<file path="config.mk">
export PLATFORM = sky130hd
export DESIGN_NAME = mc_controller_flat
export DESIGN_NICKNAME = d
export VERILOG_FILES = /design/src/rtl/mc_pkg.sv /design/src/rtl/mc_if.sv /design/src/rtl/cond_logic.sv /design/src/rtl/mc_controller.sv /design/src/flat_wrapper.sv
export SDC_FILE = /design/constraint.sdc
export NUM_CORES = 1
export LEC_CHECK = 0
export CAP_MARGIN = 30
export CORE_ASPECT_RATIO = 1.4
export CORE_MARGIN = 2
export CORE_UTILIZATION = 36
export CTS_CLUSTER_SIZE = 10
export DETAILED_ROUTE_END_ITERATION = 6
export PLACE_DENSITY = 0.84
export RECOVER_POWER = 25
export SLEW_MARGIN = 20
export SYNTH_ARGS = -nofsm -noshare
export SYNTH_HDL_FRONTEND = slang
export SYNTH_SLANG_ARGS = --single-unit
</file>
<file path="constraint.sdc">
create_clock -name clk -period 1.6 [get_ports clk]
set_input_delay 0.32 -clock clk [delete_from_list [all_inputs] [get_ports clk]]
set_output_delay 0.32 -clock clk [all_outputs]
set_load 0.05 [all_outputs]
</file>
<file path="src/rtl/mc_pkg.sv">
// ---------------------------------------------------------------------------
// mc_pkg
// Shared definitions for the multicycle ARM control unit: FSM state encodings,
// ALUControl codes, instruction Op classes, ResultSrc / ALUSrcB selector codes,
// data-processing Funct[4:1] command codes, and the data-processing ALU decode
// helper.
// ---------------------------------------------------------------------------
package mc_pkg;

  localparam int STATE_W    = 4;
  localparam int ALU_CTRL_W = 2;

  // Ten states fit in the 4-bit state register; codes 10..15 are unused.
  typedef enum logic [STATE_W-1:0] {
    S_FETCH    = 4'd0,
    S_DECODE   = 4'd1,
    S_MEMADR   = 4'd2,
    S_MEMREAD  = 4'd3,
    S_MEMWB    = 4'd4,
    S_MEMWRITE = 4'd5,
    S_EXECR    = 4'd6,
    S_EXECI    = 4'd7,
    S_ALUWB    = 4'd8,
    S_BRANCH   = 4'd9
  } state_t;

  typedef enum logic [ALU_CTRL_W-1:0] {
    ALU_ADD = 2'b00,
    ALU_SUB = 2'b01,
    ALU_AND = 2'b10,
    ALU_ORR = 2'b11
  } alu_ctrl_t;

  typedef enum logic [1:0] {
    OP_DP  = 2'b00,
    OP_MEM = 2'b01,
    OP_BR  = 2'b10,
    OP_ILL = 2'b11
  } op_t;

  // ResultSrc selector
  localparam logic [1:0] RES_ALUOUT    = 2'b00;
  localparam logic [1:0] RES_DATA      = 2'b01;
  localparam logic [1:0] RES_ALURESULT = 2'b10;

  // ALUSrcB selector
  localparam logic [1:0] SRCB_RD2  = 2'b00;
  localparam logic [1:0] SRCB_IMM  = 2'b01;
  localparam logic [1:0] SRCB_FOUR = 2'b10;

  // Data-processing commands, Funct[4:1]
  localparam logic [3:0] FN_AND = 4'b0000;
  localparam logic [3:0] FN_SUB = 4'b0010;
  localparam logic [3:0] FN_ADD = 4'b0100;
  localparam logic [3:0] FN_CMP = 4'b1010;
  localparam logic [3:0] FN_ORR = 4'b1100;

  // Data-processing command to ALU operation. Unsupported commands fall back
  // to ADD so the datapath always sees a defined operation.
  function automatic alu_ctrl_t dp_alu(input logic [3:0] fn);
    case (fn)
      FN_ADD:  return ALU_ADD;
      FN_SUB:  return ALU_SUB;
      FN_CMP:  return ALU_SUB;
      FN_AND:  return ALU_AND;
      FN_ORR:  return ALU_ORR;
      default: return ALU_ADD;
    endcase
  endfunction

endpackage

</file>
<file path="src/rtl/mc_if.sv">
// ---------------------------------------------------------------------------
// mc_if
// Bundle between the control unit and the shared datapath / unified memory.
//   Instruction fields : Cond[3:0], Op[1:0], Funct[5:0], Rd[3:0]  (from IR)
//   Status             : ALUFlags[3:0] (NZCV, current cycle), MemReady
//   Controls           : PCWrite, AdrSrc, MemWrite, IRWrite, RegWrite,
//                        ResultSrc[1:0], ALUSrcA, ALUSrcB[1:0], ImmSrc[1:0],
//                        RegSrc[1:0], ALUControl, Illegal, State (debug)
// master : the control unit (reads fields/status, drives controls)
// slave  : the datapath side (drives fields/status, reads controls)
// ---------------------------------------------------------------------------
interface mc_if;
  import mc_pkg::*;

  logic [3:0]            Cond;
  logic [1:0]            Op;
  logic [5:0]            Funct;
  logic [3:0]            Rd;
  logic [3:0]            ALUFlags;
  logic                  MemReady;

  logic                  PCWrite;
  logic                  AdrSrc;
  logic                  MemWrite;
  logic                  IRWrite;
  logic                  RegWrite;
  logic [1:0]            ResultSrc;
  logic                  ALUSrcA;
  logic [1:0]            ALUSrcB;
  logic [1:0]            ImmSrc;
  logic [1:0]            RegSrc;
  logic [ALU_CTRL_W-1:0] ALUControl;
  logic                  Illegal;
  logic [STATE_W-1:0]    State;

  modport master (
    input  Cond, Op, Funct, Rd, ALUFlags, MemReady,
    output PCWrite, AdrSrc, MemWrite, IRWrite, RegWrite, ResultSrc,
           ALUSrcA, ALUSrcB, ImmSrc, RegSrc, ALUControl, Illegal, State
  );

  modport slave (
    output Cond, Op, Funct, Rd, ALUFlags, MemReady,
    input  PCWrite, AdrSrc, MemWrite, IRWrite, RegWrite, ResultSrc,
           ALUSrcA, ALUSrcB, ImmSrc, RegSrc, ALUControl, Illegal, State
  );

endinterface

</file>
<file path="src/rtl/cond_logic.sv">
// ---------------------------------------------------------------------------
// cond_logic
// Holds the architectural NZCV flags and the per-instruction condition result.
//   clk, reset   : clock, asynchronous active-low reset
//   cond         : Cond field of the current instruction
//   alu_flags    : NZCV produced by the ALU this cycle
//   decode_en    : capture condcheck(cond, flags) into cond_ex_q
//   flag_we_nz   : update N and Z from alu_flags
//   flag_we_cv   : update C and V from alu_flags
//   cond_ex_q    : registered "instruction executes" bit
// ---------------------------------------------------------------------------
module cond_logic
  import mc_pkg::*;
(
  input  logic       clk,
  input  logic       reset,
  input  logic [3:0] cond,
  input  logic [3:0] alu_flags,
  input  logic       decode_en,
  input  logic       flag_we_nz,
  input  logic       flag_we_cv,
  output logic       cond_ex_q
);

  logic [3:0] flags;  // {N, Z, C, V}

  function automatic logic condcheck(input logic [3:0] c, input logic [3:0] nzcv);
    logic n, z, cf, v;
    {n, z, cf, v} = nzcv;
    case (c)
      4'b0000: return z;                     // EQ
      4'b0001: return !z;                    // NE
      4'b0010: return cf;                    // CS
      4'b0011: return !cf;                   // CC
      4'b0100: return n;                     // MI
      4'b0101: return !n;                    // PL
      4'b0110: return v;                     // VS
      4'b0111: return !v;                    // VC
      4'b1000: return cf && !z;              // HI
      4'b1001: return !cf || z;              // LS
      4'b1010: return n == v;                // GE
      4'b1011: return n != v;                // LT
      4'b1100: return !z && (n == v);        // GT
      4'b1101: return z || (n != v);         // LE
      default: return 1'b1;                  // AL, and 1111 treated as always
    endcase
  endfunction

  always_ff @(posedge clk or negedge reset) begin
    if (!reset) begin
      flags     <= 4'b0000;
      cond_ex_q <= 1'b0;
    end else begin
      // NOTE: sequential state uses non-blocking assignment so every register
      // samples the pre-edge values regardless of statement order.
      if (decode_en)  cond_ex_q  <= condcheck(cond, flags);
      if (flag_we_nz) flags[3:2] <= alu_flags[3:2];
      if (flag_we_cv) flags[1:0] <= alu_flags[1:0];
    end
  end

endmodule

</file>
<file path="src/rtl/mc_controller.sv">
// ---------------------------------------------------------------------------
// mc_controller
// Multicycle control unit: steps one shared datapath and one unified
// instruction/data memory through fetch, decode, execute, memory and
// writeback, and evaluates ARM condition codes against the held NZCV flags.
//   clk    : rising-edge clock
//   reset  : asynchronous, active-low; abandons any in-flight instruction
//   bus    : mc_if.master -- instruction fields and status in, controls out
// Cycle counts with MemReady=1: data-proc 4, CMP 3, LDR 5, STR 4, B 3.
// ---------------------------------------------------------------------------
module mc_controller
  import mc_pkg::*;
(
  input  logic clk,
  input  logic reset,
  mc_if.master bus
);

  state_t    state;
  logic      cond_ex_q;
  logic      rd_is_pc;
  logic      is_cmp;
  alu_ctrl_t exec_alu;

  // Raw decode before reset gating
  logic      pcw, irw, regw, memw;
  logic      adr_src, alu_src_a, illegal;
  logic [1:0] result_src, alu_src_b;
  alu_ctrl_t alu_ctrl;

  logic      flag_we_nz, flag_we_cv;

  assign rd_is_pc = (bus.Rd == 4'd15);
  assign is_cmp   = (bus.Funct[4:1] == FN_CMP);
  assign exec_alu = dp_alu(bus.Funct[4:1]);

  // -------------------------------------------------------------------------
  // State register
  // -------------------------------------------------------------------------
  always_ff @(posedge clk or negedge reset) begin
    if (!reset) begin
      state <= S_FETCH;
    end else begin
      unique case (state)
        S_FETCH:    if (bus.MemReady) state <= S_DECODE;
        S_DECODE: begin
          case (op_t'(bus.Op))
            OP_DP:   state <= bus.Funct[5] ? S_EXECI : S_EXECR;
            OP_MEM:  state <= S_MEMADR;
            OP_BR:   state <= S_BRANCH;
            default: state <= S_FETCH;            // undefined class: skip it
          endcase
        end
        S_MEMADR:   state <= bus.Funct[0] ? S_MEMREAD : S_MEMWRITE;
        S_MEMREAD:  if (bus.MemReady) state <= S_MEMWB;
        S_MEMWB:    state <= S_FETCH;
        // A suppressed store issues no access, so there is nothing to wait for.
        S_MEMWRITE: if (!cond_ex_q || bus.MemReady) state <= S_FETCH;
        S_EXECR,
        S_EXECI:    state <= is_cmp ? S_FETCH : S_ALUWB;
        S_ALUWB:    state <= S_FETCH;
        S_BRANCH:   state <= S_FETCH;
        default:    state <= S_FETCH;
      endcase
    end
  end

  // -------------------------------------------------------------------------
  // Output decode. FETCH and memory states must react to MemReady in the same
  // cycle, so the controls are decoded from the state register rather than
  // registered a cycle ahead.
  // -------------------------------------------------------------------------
  always_comb begin
    // NOTE: every combinational output is given a default first so that no
    // state leaves a signal unassigned and infers a latch.
    pcw        = 1'b0;
    irw        = 1'b0;
    regw       = 1'b0;
    memw       = 1'b0;
    adr_src    = 1'b0;
    alu_src_a  = 1'b0;
    alu_src_b  = SRCB_RD2;
    result_src = RES_ALURESULT;
    alu_ctrl   = ALU_ADD;
    illegal    = 1'b0;

    unique case (state)
      S_FETCH: begin
        alu_src_a = 1'b1;
        alu_src_b = SRCB_FOUR;
        irw       = bus.MemReady;
        pcw       = bus.MemReady;
      end
      S_DECODE: begin
        // PC+4 again here so R15 reads PC+8.
        alu_src_a = 1'b1;
        alu_src_b = SRCB_FOUR;
        illegal   = (bus.Op == OP_ILL);
      end
      S_MEMADR: begin
        alu_src_b = SRCB_IMM;
        alu_ctrl  = bus.Funct[3] ? ALU_ADD : ALU_SUB;   // U bit: add/sub offset
      end
      S_MEMREAD: begin
        adr_src = 1'b1;
      end
      S_MEMWB: begin
        result_src = RES_DATA;
        regw       = cond_ex_q;
        pcw        = cond_ex_q && rd_is_pc;
      end
      S_MEMWRITE: begin
        adr_src = 1'b1;
        memw    = cond_ex_q;
      end
      S_EXECR: begin
        alu_ctrl = exec_alu;
      end
      S_EXECI: begin
        alu_src_b = SRCB_IMM;
        alu_ctrl  = exec_alu;
      end
      S_ALUWB: begin
        // Writes to R15 go to the PC register instead of the register file.
        result_src = RES_ALUOUT;
        regw       = cond_ex_q && !rd_is_pc;
        pcw        = cond_ex_q && rd_is_pc;
      end
      S_BRANCH: begin
        alu_src_b = SRCB_IMM;
        pcw       = cond_ex_q;
      end
      default: ;
    endcase
  end

  // Flags update only for an executing S-suffixed data-processing op; logical
  // ops leave C and V alone.
  assign flag_we_nz = ((state == S_EXECR) || (state == S_EXECI)) &&
                      bus.Funct[0] && cond_ex_q;
  assign flag_we_cv = flag_we_nz && ((alu_ctrl == ALU_ADD) || (alu_ctrl == ALU_SUB));

  cond_logic u_cond (
    .clk        (clk),
    .reset      (reset),
    .cond       (bus.Cond),
    .alu_flags  (bus.ALUFlags),
    .decode_en  (state == S_DECODE),
    .flag_we_nz (flag_we_nz),
    .flag_we_cv (flag_we_cv),
    .cond_ex_q  (cond_ex_q)
  );

  // Enables are masked while reset is held: the FSM already sits in FETCH
  // then, and an asserted MemReady must not load IR or PC.
  assign bus.PCWrite    = reset && pcw;
  assign bus.IRWrite    = reset && irw;
  assign bus.RegWrite   = reset && regw;
  assign bus.MemWrite   = reset && memw;

  assign bus.AdrSrc     = adr_src;
  assign bus.ResultSrc  = result_src;
  assign bus.ALUSrcA    = alu_src_a;
  assign bus.ALUSrcB    = alu_src_b;
  assign bus.ALUControl = alu_ctrl;
  assign bus.ImmSrc     = bus.Op;
  assign bus.RegSrc     = {(bus.Op == OP_MEM) && !bus.Funct[0], bus.Op == OP_BR};
  assign bus.Illegal    = illegal;
  assign bus.State      = state;

endmodule
</file>
<file path="src/flat_wrapper.sv">
// flat-port wrapper written by rule: the top's interface ports become plain ports
module mc_controller_flat import mc_pkg::*;
  (clk, reset, bus_Cond, bus_Op, bus_Funct, bus_Rd, bus_ALUFlags, bus_MemReady, bus_PCWrite, bus_AdrSrc, bus_MemWrite, bus_IRWrite, bus_RegWrite, bus_ResultSrc, bus_ALUSrcA, bus_ALUSrcB, bus_ImmSrc, bus_RegSrc, bus_ALUControl, bus_Illegal, bus_State);
  mc_if bus_i ();
  input  logic clk;
  input  logic reset;
  input wire logic [$bits(bus_i.Cond)-1:0] bus_Cond;
  input wire logic [$bits(bus_i.Op)-1:0] bus_Op;
  input wire logic [$bits(bus_i.Funct)-1:0] bus_Funct;
  input wire logic [$bits(bus_i.Rd)-1:0] bus_Rd;
  input wire logic [$bits(bus_i.ALUFlags)-1:0] bus_ALUFlags;
  input wire logic [$bits(bus_i.MemReady)-1:0] bus_MemReady;
  output wire logic [$bits(bus_i.PCWrite)-1:0] bus_PCWrite;
  output wire logic [$bits(bus_i.AdrSrc)-1:0] bus_AdrSrc;
  output wire logic [$bits(bus_i.MemWrite)-1:0] bus_MemWrite;
  output wire logic [$bits(bus_i.IRWrite)-1:0] bus_IRWrite;
  output wire logic [$bits(bus_i.RegWrite)-1:0] bus_RegWrite;
  output wire logic [$bits(bus_i.ResultSrc)-1:0] bus_ResultSrc;
  output wire logic [$bits(bus_i.ALUSrcA)-1:0] bus_ALUSrcA;
  output wire logic [$bits(bus_i.ALUSrcB)-1:0] bus_ALUSrcB;
  output wire logic [$bits(bus_i.ImmSrc)-1:0] bus_ImmSrc;
  output wire logic [$bits(bus_i.RegSrc)-1:0] bus_RegSrc;
  output wire logic [$bits(bus_i.ALUControl)-1:0] bus_ALUControl;
  output wire logic [$bits(bus_i.Illegal)-1:0] bus_Illegal;
  output wire logic [$bits(bus_i.State)-1:0] bus_State;
  assign bus_i.Cond = bus_Cond;
  assign bus_i.Op = bus_Op;
  assign bus_i.Funct = bus_Funct;
  assign bus_i.Rd = bus_Rd;
  assign bus_i.ALUFlags = bus_ALUFlags;
  assign bus_i.MemReady = bus_MemReady;
  assign bus_PCWrite = bus_i.PCWrite;
  assign bus_AdrSrc = bus_i.AdrSrc;
  assign bus_MemWrite = bus_i.MemWrite;
  assign bus_IRWrite = bus_i.IRWrite;
  assign bus_RegWrite = bus_i.RegWrite;
  assign bus_ResultSrc = bus_i.ResultSrc;
  assign bus_ALUSrcA = bus_i.ALUSrcA;
  assign bus_ALUSrcB = bus_i.ALUSrcB;
  assign bus_ImmSrc = bus_i.ImmSrc;
  assign bus_RegSrc = bus_i.RegSrc;
  assign bus_ALUControl = bus_i.ALUControl;
  assign bus_Illegal = bus_i.Illegal;
  assign bus_State = bus_i.State;
  mc_controller u_core (.clk(clk), .reset(reset), .bus(bus_i));
endmodule
</file>
======== Word-level counts from Yosys, hierarchy flattened ========
Index checks and enable logic that the tools add are counted.
storage, ports and cells
  flip-flop bits (word level) ............. 9
  input bits .............................. 23
  output and inout port bits .............. 21
  word-level logic and storage cells ...... 96
operators by class
  eq/ne operators ......................... 35
  multiplexer cells ....................... 21
  reduce and logical (&&, ||, !) cells .... 36
operator list
  operator            number
  $eq 4x4->1 const B  11
  $eq 4x3->1 const B  8
  $pmux 4 s6          1
  $eq 4x2->1 const B  5
  $mux 4              4
  $pmux 1 s14         1
  $logic_and 1x1->1   12
  $logic_not 4->1     3
  $pmux 2 s2          3
  $pmux 4 s3          1
  $reduce_or 2->1     5
  $eq 4x1->1 const B  2
  $logic_not 1->1     7
  $mux 1              7
  $pmux 2 s3          1
  $logic_or 1x1->1    5
  $eq 2x1->1 const B  2
  $eq 2x2->1 const B  2
  $logic_not 2->1     2
  $ne 2x2->1 const B  2
  $mux 3              1
  $pmux 1 s3          1
  $reduce_and 3->1    1
  $reduce_or 3->1     1
  other kinds (4)     4

======== Logic depth before layout (Yosys ltp) ========
Gate-level depths: netlist of run 1.
  word-level depth ........................ 7
  gate-level depth with buffers ........... 6
  gate-level depth less buffers ........... 4

======== Cells and area by module ========
Synthesis of run 1 repeated with hierarchy kept, for this count alone.
second synthesis, totals
  cells, all modules ...................... 116
  area total of the unflattened synthesis .. 922.1 um^2
by module, submodules not included
  module         times used  cells an instance  area an instance (um^2)  sequential area each (um^2)
  mc_controller  1           75                 531.8                    100.1
  cond_logic     1           41                 390.4                    125.1

======== Worst setup path after synthesis of run 1 ========
Ideal clock, no wire load.
  path kind ............................... reg2out
  start ................................... reg u_core.state[1] (netlist: u_core.bus.State[1])
  end ..................................... out bus_RegWrite
  arrival ................................. 2539 ps
  data required time ...................... 1280 ps
  setup slack ............................. -1259 ps
  cell stages (with the launch flop) ...... 4
  buffers on the path ..................... 2
  cell sequence ........................... dfrtp_1 clkbuf_1 buf_2 nor4_1
on the way
  cells in the longest elaborated chain, start to end .. 3
  elaborated cells between the ends (all ways) .. 4
  classes of those cells .................. eq/ne (2); mux (1); reduce/logical (1)
ends and longest elaborated chain
  element                                   RTL line              text
  from (decl)                               mc_controller.sv:19   state_t state;
  from (signal assigned)                    mc_controller.sv:48   OP_DP: state <= bus.Funct[5] ? S_EXECI : S_EXECR;
  from (signal assigned)                    mc_controller.sv:54   S_MEMADR: state <= bus.Funct[0] ? S_MEMREAD : S_MEMWRITE;
  from (signal assigned)                    mc_controller.sv:60   S_EXECI: state <= is_cmp ? S_FETCH : S_ALUWB;
  $eq 4x4->1 or $eq 4x3->1 (tied branches)  mc_controller.sv:87   unique case (state)
  $pmux 1 s2 (*)                            mc_controller.sv:87
  $logic_and 1x1->1 (*)                     mc_controller.sv:158  assign bus.RegWrite = reset && regw;
  to (decl)                                 flat_wrapper.sv:17    output wire logic [$bits(bus_i.RegWrite)-1:0] bus_RegWrite;
Every way passes the cells marked *; elsewhere a longest branch is shown, timed or not.

======== Worst setup path after layout of run 1 ========
  start ................................... reg u_core.state[2] (netlist: u_core.bus.State[2])
  end ..................................... out bus_RegWrite
Same word-level chain as after synthesis.

==> flow_metrics.tcl, run 1 <==
set metrics [dict create \
    io_pins 44 \
    post_dp_cell_area_mm2 0.00188 \
    antenna_found_initial 0 \
    drive_gt1_share_pct 54.6 \
    synth_top_cell_by_area "dfrtp_1" \
    maxCapViolCount 0 \
    swShare_pct 48.4 \
    power.leakage_nw 0.965 \
    die_w_um 46.4 \
    register_area_um2 230 \
    fin_nets 229 \
    syn_to_final_growth_pct 141 \
    slew_viol_final 0 \
    final_area_mm2 0.00218 \
    power_frac_comb_pct 79.2 \
    clock_path_buffers 2 \
    drt_wl_total_um 5040 \
    gp_congestion 0.880 \
    netlist.area_leader.share_pct 24.9 \
    syn_avg_cell_area_um2 7.67 \
    switchingPower_mw 1.68 \
    rsz0062_at_grt "true" \
    ys_warn_count 0 \
    share_clk_of_total_power_pct 5.8 \
    grt_pass1_wl_um 5470 \
    max_freq_mhz 517 \
    max_slew_margin_pct 78.4 \
    setup.worst_path.start_class "register" \
    synth_seq_cells 9 \
    min_path_type "in2async" \
    grt_overflow 0 \
    synthTopCellsByArea "dfrtp_1 25%, nor2_1 6.6%, mux2_2 5.0%, nor2b_1 4.8%, nand2b_1 3.5%" \
    skew_ns 0.00753 \
    cts_tree "done" \
    status "complete, but fails checks" \
    syn_nets 141 \
    tightest_slew_ns 0.319 \
    dp_cells 219 \
    drc 0 \
    layout.cells.non_filler 239 \
    grt_pass1_vias 1250 \
    violations "negative setup slack" \
    track_usage_pct 25.2 \
    p_seq_share_pct 15.0 \
    diodes 0 \
    cts_sinks 9 \
    crit_path_end_kind "primary output" \
    clk_pin_slew_ns 0.07 \
    finalCritPeriodShare_pct 121 \
    crit_arrival_ns 1.61 \
    grt_start_max_net_pins 10 \
    power.internal_mw 1.80 \
    worst_ep_required_time_ns 1.28 \
    dieArea_mm2 0.00294 \
    netlist_area_um2 905 \
    setup_slack_ns -0.334 \
    via_per_inst 5.77 \
    peakVddDrop_v 0.00110 \
    synth_cell_types 45 \
    hpwl_um 2670 \
    vias 1380 \
    port_buffers 43 \
    drt_pass1_iterations 4 \
    htreeDepth 1 \
    path_class "reg2out" \
    cts_hold_buffers 0 \
    ant_nets 0 \
    multiInputGateArea_um2 821 \
    die_h_um 63.3 \
    core_area_mm2 0.00239 \
    row_count 21 \
    cts.root.buffer_cell "clkbuf_4" \
    nFillCells 92 \
    wl_per_cell_um 21.1 \
    power_density_mw_per_mm2 1590 \
    syn_inst 118 \
    final-hold-violation-count 0 \
    start_util_pct 37.8 \
    drt-initial-drc-count 58 \
    crit_path_max_fanout 7 \
    setup_viol 18 \
    cts_buffers 3 \
    ys_seq_area_share_pct 24.9 \
    period_minus_slack_ns 1.93 \
    clock_latency_ns 0.29 \
]
## per-layer routing
metal	GRT usage [%]	vias to the layer above	share of wire, %
met5	0	-	0
met2	45.7	98	53
li1	-	599	-
met3	4.01	37	6.2
met4	12.1	0	6.7
met1	25.8	646	34
## stage by stage
stage	power, mW	TNS, ns	setup WS, ns	hold slack [ns]	util [%]
finish	3.48	-3.22	-0.334	0.222	91.3
global route	3.59	-3.89	-0.358	0.264	91.3
CTS	3.07	-1.97	-0.215	0.179	84.3
detailed placement	2.67	-2.10	-0.252	0.564	78.5
global placement	2.61	-1.71	-0.217	0.556	78.5
floorplan	1.71	-1.91	-0.290	0.0244	-
## kinds of logic after synthesis
family | count (synthesis) | share of synthesized area, %
AO/OA/AOI/OAI | 24 | 18.5
XOR/XNOR | 6 | 5.81
flip-flops | 9 | 24.9
buffers and inverters | 13 | 7.05
multiplexers | 6 | 7.19
AND/OR/NAND/NOR | 60 | 36.5
## flip-flops by register name, indices dropped and copies added (netlist names)
name and flops:
u_core.bus.State 4, u_core.u_cond.cond_ex_q 1, u_core.u_cond.flags 4
## placed cells by master, fill, tap and decap left out, types with 5 or more instances in the layout
cell | netlist | final
nor2_4 | 0 | 6
nand2_1 | 7 | 6
dfrtp_1 | 9 | 5
nand2b_1 | 5 | 5
clkdlybuf4s50_1 | 0 | 15
buf_12 | 0 | 21
nor2_1 | 16 | 8
buf_4 | 3 | 35
buf_6 | 0 | 12
## worst max-delay path, cell delays in order, from the launching register on
cell and delay [ns]:
dfrtp_2 0.48, nor2b_4 0.26, buf_6 0.15, a21oi_2 0.05
nor4_4 0.20, buf_12 0.18
## repair_timing
action,CTS,global route
setup endpoints to repair,14,21
pin swaps,6,7
gates resized for setup,15,31
buffers inserted,10,8
## cell usage after synthesis, drive strengths merged
| master | n |
|---|---|
| o2bb2ai | 1 |
| nand3 | 3 |
| mux2 | 4 |
| nor4bb | 1 |
| a41oi | 1 |
| a31o | 1 |
| nor2b | 7 |
| nor3b | 1 |
| and3 | 2 |
| o21bai | 1 |
| dfrtp | 9 |
| o211ai | 1 |
| xnor2 | 3 |
| or3b | 1 |
| a22oi | 1 |
| a211oi | 2 |
| o21ai | 3 |
| a41o | 1 |
| o22ai | 1 |
| a21oi | 5 |
| nand2 | 8 |
| xor2 | 3 |
| or4 | 1 |
| nor4 | 2 |
| or2 | 1 |
| o31ai | 1 |
| nor4b | 1 |
| inv | 4 |
| a32o | 1 |
| nand4 | 3 |
| or2b | 1 |
| a31oi | 2 |
| nor3 | 5 |
| mux2i | 2 |
| clkbuf | 3 |
| o41ai | 1 |
| nand2b | 5 |
| nor2 | 16 |
| nand4b | 1 |
| buf | 6 |
| a22o | 1 |
| nand3b | 1 |
## power by group through the flow
stage | Clock, mW | Sequential (mW) | Combinational (mW)
detailed placement | 0 | 0.497 | 2.18
global placement | 0 | 0.486 | 2.13
finish | 0.201 | 0.521 | 2.76
CTS | 0.195 | 0.480 | 2.39
global route | 0.205 | 0.526 | 2.86
floorplan | 0 | 0.552 | 1.16
## final cells by class
type                       instances  share of cell area (%)
sequential                         9                    10.5
multi-input combinational         96                    37.6
tap                               34                    1.95
clock buffer                       4                    1.20
timing repair buffer              92                    48.0
inverter                           4                   0.688
## final timing paths
check | startpoint | endpoint | slack (ns) | cells after the start
min in group clk | bus_Funct[2] | u_core.bus.State[3] | 0.54 | 3
max reg2reg | u_core.bus.State[0] | u_core.bus.State[2] | -0.13 | 6
min | reset | u_core.u_cond.cond_ex_q | 0.22 | 2
max | u_core.bus.State[2] | bus_RegWrite | -0.33 | 5
max in group asynchronous | reset | u_core.bus.State[2] | 1.12 | 2
min reg2reg | u_core.u_cond.flags[1] | u_core.u_cond.flags[1] | 0.60 | 1
No activity file was read; power rests on OpenSTA's default activity.
==> inputs of run 2 (changes only) <==
Settings changed: CORE_UTILIZATION 36 to 43, PLACE_DENSITY 0.84 to 0.93.
Clock period 1.6 ns to 2.46 ns, I/O delays scaled along.
==> run 2 against run 1 <==
Compared with the run above:
- the flow now finishes without violations
- via count fell by 21%
- highest routed layer unchanged
- largest cell class is now multi-input combinational cells
- flip-flop and latch count did not move
- critical path type unchanged
- design area fell by 30%
==> flow_metrics.tcl, run 2 (synthesis gave the netlist of run 1 again) <==
set metrics [dict create \
    worst-r2r-cell-count 4 \
    dp_cells 181 \
    tightest_slew_ns 0.505 \
    register_area_um2 225 \
    fin_nets 188 \
    rsz0062_at_grt "false" \
    power_density_mw_per_mm2 993 \
    min_path_type "reg2reg" \
    hold_ws_ns 0.611 \
    maxCapViolCount 0 \
    share_clk_of_total_power_pct 8.0 \
    die_h_um 58.3 \
    highest_layer "met4" \
    final_cell_mix "26 x clkdlybuf4s50_1, 15 x nor2_1, 12 x buf_12" \
    cts_tree "done" \
    finish.utilization_pct 77.2 \
    layout_commonest_cell "clkdlybuf4s50_1" \
    reg2reg_setup_slack_ns 0.65 \
    post_dp_cell_area_mm2 0.00150 \
    drt_pass1_iterations 5 \
    met1Wirelength_um 1000 \
    hp-start "u_core.u_cond.flags[1]" \
    diodes 0 \
    cts_buffers 3 \
    final-hold-violation-count 0 \
    power.internal_mw 0.712 \
    holdPathStages 1 \
    post_cts.repair.setup_buffers 0 \
    status "finished clean" \
    max_slew_margin_pct 66.3 \
    setup_viol 0 \
    cts_resized 0 \
    clock_path_buffers 2 \
    cts_sinks 9 \
    crit_path_end_kind "primary output" \
    antenna_found_initial 0 \
    p_seq_share_pct 21.8 \
    dieArea_mm2 0.00249 \
    path_class "reg2out" \
    crit_path_max_fanout 7 \
    slew_viol_final 0 \
    period_minus_slack_ns 2.37 \
    start_util_pct 45.8 \
    die_w_um 42.8 \
    drc 0 \
    met3RoutedLength_um 212 \
    nFillCells 131 \
    peakVddDrop_v 0.000767 \
    final_area_mm2 0.00152 \
    setup.worst_path.start_class "register" \
    ant_nets 0 \
    clock_latency_ns 0.28 \
    tns_ns 0 \
    wl_per_cell_um 15.5 \
    io_pins 44 \
    max_freq_mhz 422 \
    drive_gt1_share_pct 22.6 \
    syn_to_final_growth_pct 68.5 \
    skew_ns 0.0102 \
    switchingPower_mw 0.801 \
    grt_overflow 0 \
    power.leakage_nw 0.624 \
    r2r_end "u_core.u_cond.flags[0]" \
    grt_pass1_wl_um 4670 \
    port_buffers 43 \
    hpwl_um 2350 \
    via_per_inst 5.92 \
    multiInputGateArea_um2 634 \
    setup_slack_ns 0.0907 \
    grt_pass1_vias 1137 \
    startpoint "u_core.bus.State[3]" \
    finalCritPeriodShare_pct 96.3 \
    swShare_pct 53.0 \
    drt_wl_total_um 2870 \
    power_frac_comb_pct 70.3 \
    track_usage_pct 24.8 \
    row_count 19 \
    gp_congestion 0.903 \
    layout.cells.non_filler 185 \
    crit_arrival_ns 1.88 \
    total_power_mw 1.51 \
    worst_ep_required_time_ns 1.97 \
    r2r_start "u_core.bus.State[3]" \
    grt_start_max_net_pins 13 \
    wl_met2_um 1550 \
    drt-initial-drc-count 42 \
    core_area_mm2 0.00197 \
    cts.root.buffer_cell "clkbuf_4" \
    clk_pin_slew_ns 0.07 \
    whs_endpoint "u_core.u_cond.flags[1]" \
    htreeDepth 1 \
    preCtsSetupSlack_ns 0.119 \
    vias 1096 \
    cts_hold_buffers 0 \
]
[run 2: cell types whose count changed in the layout (fill, tap and decap cells not counted), sizes merged]
cell	before	now
clkbuf	6	5
dlymetal6s2s	3	0
dlygate4sd2	4	0
dlygate4sd3	0	1
clkdlybuf4s50	15	26
buf	68	23
[run 2: power groups by stage]
stage	clock [mW]	sequential, mW	combinational [mW]
finish	0.121	0.329	1.06
global route	0.134	0.337	1.12
CTS	0.125	0.323	1.07
detailed placement	0	0.324	1.06
global placement	0	0.322	1.03
floorplan	0	0.351	0.634
[run 2: area by class of cell]
type / instances / area share [%]
clock buffer: 4 / 1.72
inverter: 4 / 0.985
multi-input combinational: 96 / 41.6
sequential: 9 / 14.8
tap: 21 / 1.72
timing repair buffer: 51 / 39.2
[run 2: critical path, cell delays in order, from the launching register on]
cell and delay (ns):
dfrtp_1 0.47, inv_2 0.11, nand2_1 0.09, nor3_2 0.10, clkdlybuf4s50_1 0.81
[run 2: worst max path at each step]
| stage | end | slack [ns] | depth (start not counted) |
|---|---|---|---|
| final | bus_ResultSrc[0] | 0.09 | 4 |
| after global routing | bus_ResultSrc[0] | 0.03 | 4 |
| after CTS | bus_ResultSrc[0] | 0.10 | 4 |
| after detailed placement | bus_ALUControl[1] | 0.12 | 5 |
| after global placement | bus_ALUControl[1] | 0.22 | 5 |
| after floorplan | bus_RegWrite | 0.002 | 3 |
[run 2: routing by layer]
metal | track usage [%] | vias to the layer above
li1 | - | 522
met1 | 25.1 | 499
met2 | 45.9 | 63
met3 | 3.43 | 12
met4 | 16.1 | 0
met5 | 0 | -
==> inputs of run 3 (changes only) <==
Settings changed: CORE_UTILIZATION 43 to 44, PLACE_DENSITY 0.93 to 0.95, SYNTH_HIERARCHICAL set to 1.
==> run 3 against run 2 <==
Compared with the run above:
- non-clock buffer count fell by 3
- die area is 0.36% lower
- utilization decreased by 0.82 points
- via count down 1.4%
- count of clock-buffer cells in the layout is the same
==> flow_metrics.tcl, run 3 <==
set metrics [dict create \
    status "finished clean" \
    die_w_um 42.7 \
    drt_pass1_iterations 4 \
    ant_nets 0 \
    holdPathStages 1 \
    fin_nets 184 \
    cts_buffers 3 \
    maxCapViolCount 0 \
    core_area_mm2 0.00197 \
    synth-main-ff-cell "dfrtp_1" \
    power_density_mw_per_mm2 974 \
    gp_congestion 0.863 \
    syn_inst 116 \
    crit_path_end_kind "primary output" \
    grt_pass1_vias 1024 \
    async_reset_ff_share_pct 100 \
    cts.root.buffer_cell "clkbuf_4" \
    setup_viol 0 \
    final_cell_mix "27 x clkdlybuf4s50_1, 12 x buf_12, 11 x nor2_1" \
    power.leakage_nw 0.607 \
    setup.worst_path.start_class "register" \
    via_per_inst 5.97 \
    htreeDepth 1 \
    preCtsSetupSlack_ns 0.0890 \
    final-hold-violation-count 0 \
    yosys.area_share.simple_pct 38.1 \
    row_count 19 \
    cp_top_family "buffers and inverters" \
    path_cells "nor3_1 -> clkdlybuf4s50_1" \
    hp-start "u_core/u_cond/flags[1]" \
    worst_ep_required_time_ns 1.97 \
    clk_pin_slew_ns 0.06 \
    netlist_area_um2 922 \
    synthTopCellsByArea "dfrtp_1 24%, nand2b_1 5.4%, nor3_1 4.9%, mux2_1 4.9%, nor2_1 4.5%" \
    syn_avg_cell_area_um2 7.95 \
    syn_nets 139 \
    synthMuxAreaShare_pct 8.28 \
    finalCritPeriodShare_pct 96.6 \
    cts_sinks 9 \
    track_usage_pct 23.4 \
    synth_top_family_by_area "simple AND/OR/NAND/NOR gates" \
    max_freq_mhz 421 \
    synth_edf_count 0 \
    grt_pass1_wl_um 4440 \
    vias 1081 \
    slew_viol_final 0 \
    synth_fa_ha_area_share_pct 0 \
    cp_slowest_cell "clkdlybuf4s50_1" \
    whs_endpoint "u_core/u_cond/flags[1]" \
    reg2reg_setup_slack_ns 0.48 \
    wl_per_cell_um 15.2 \
    r2r_end "u_core/u_cond/flags[0]" \
    ys_warn_count 6 \
    antenna_found_initial 0 \
    grt_overflow 0 \
    multiInputGateArea_um2 642 \
    synth_xor_area_share_pct 4.75 \
    diodes 0 \
    yosys-top-cells-count "11 x nor2_1, 9 x dfrtp_1, 9 x nor3_1" \
    min_path_type "reg2reg" \
    crit_arrival_ns 1.88 \
    clock_latency_ns 0.26 \
    max_slew_margin_pct 66.1 \
    synth_seq_cells 9 \
    drive_gt1_share_pct 18.1 \
    post_cts.repair.setup_buffers 0 \
    ys_seq_area_share_pct 24.4 \
    cts_tree "done" \
    drt_wl_total_um 2750 \
    io_pins 44 \
    clock_path_buffers 2 \
    layout.cells.non_filler 181 \
    nFillCells 125 \
    syn_to_final_growth_pct 63.5 \
    finish.utilization_pct 76.4 \
    register_area_um2 225 \
    hold_ws_ns 0.545 \
    synth_compound_area_share_pct 16.4 \
    cts_hold_buffers 0 \
    die_h_um 58.2 \
    yosysMostFrequentCell "nor2_1" \
    skew_ns 0.00810 \
    path_class "reg2out" \
    netlist.area_leader.share_pct 24.4 \
    worst-r2r-cell-count 5 \
    cts_resized 0 \
    tightest_slew_ns 0.507 \
    synth_cell_types 43 \
    dieArea_mm2 0.00248 \
    period_minus_slack_ns 2.38 \
    setup_slack_ns 0.0839 \
    layout_commonest_cell "clkdlybuf4s50_1" \
    start_util_pct 46.7 \
    grt_start_max_net_pins 17 \
    synth_top_cell_by_area "dfrtp_1" \
    r2r_start "u_core/bus.State[3]" \
    port_buffers 43 \
    rsz0062_at_grt "false" \
    tns_ns 0 \
    drt-initial-drc-count 36 \
    hpwl_um 2110 \
    max_stage_delay_ns 0.84 \
    peakVddDrop_v 0.000531 \
    drc 0 \
    dp_cells 177 \
    path_buf_inv 1 \
    crit_path_max_fanout 16 \
]
run 3: cell count changes in the layout (fill, tap and decap cells not counted), sizes merged, moves of 3 or more:
cell	delta
nor3	+4
nand2b	+3
nor2	-5
buf	-4
nor2b	-6
nor3b	+3
and4	+3
run 3: logic make-up after synthesis:
kind of cell           after synthesis
AO/OA/AOI/OAI                       23
XOR/XNOR                             5
buffers and inverters               11
flip-flops                           9
multiplexers                         7
AND/OR/NAND/NOR                     61
run 3: final cells by class:
type,count,share of cell area (%)
inverters,3,0.747
well taps,21,1.74
multi-input cells,96,42.6
flip-flops and latches,9,14.9
repair buffers,48,38.3
clock buffers,4,1.74
run 3: power breakdown:
group | internal (mW) | switching [mW]
Sequential | 0.205 | 0.137
Combinational | 0.412 | 0.605
Clock | 0.0622 | 0.0478
run 3: through the flow:
step / area [um^2] / total power [mW]
finish: 1510 / 1.47
global placement: 1490 / 1.31
detailed placement: 1490 / 1.35
floorplan: 941 / 0.999
CTS: 1510 / 1.46
global route: 1510 / 1.54
run 3: worst max-delay path by stage:
stage / slack, ns / start / end / cells after the start
2_1_floorplan: -0.006 / u_core/bus.State[1] / bus_ALUControl[1] / 3
3_3_place_gp: 0.14 / bus_Funct[3] / bus_ALUControl[0] / 5
3_5_place_dp: 0.09 / bus_Funct[3] / bus_ALUControl[0] / 5
4_1_cts: 0.08 / bus_Funct[3] / bus_ALUControl[0] / 5
5_1_grt: 0.008 / u_core/bus.State[3] / bus_ALUSrcB[1] / 2
6_report: 0.08 / u_core/bus.State[3] / bus_ALUSrcA / 2
run 3: metal layers:
layer	vias to the layer above	wire (um)	GRT usage [%]
met5	-	0	0
met4	0	10	4.46
met3	2	171	4.05
met2	48	1600	47.6
met1	518	967	24.0
li1	513	-	-
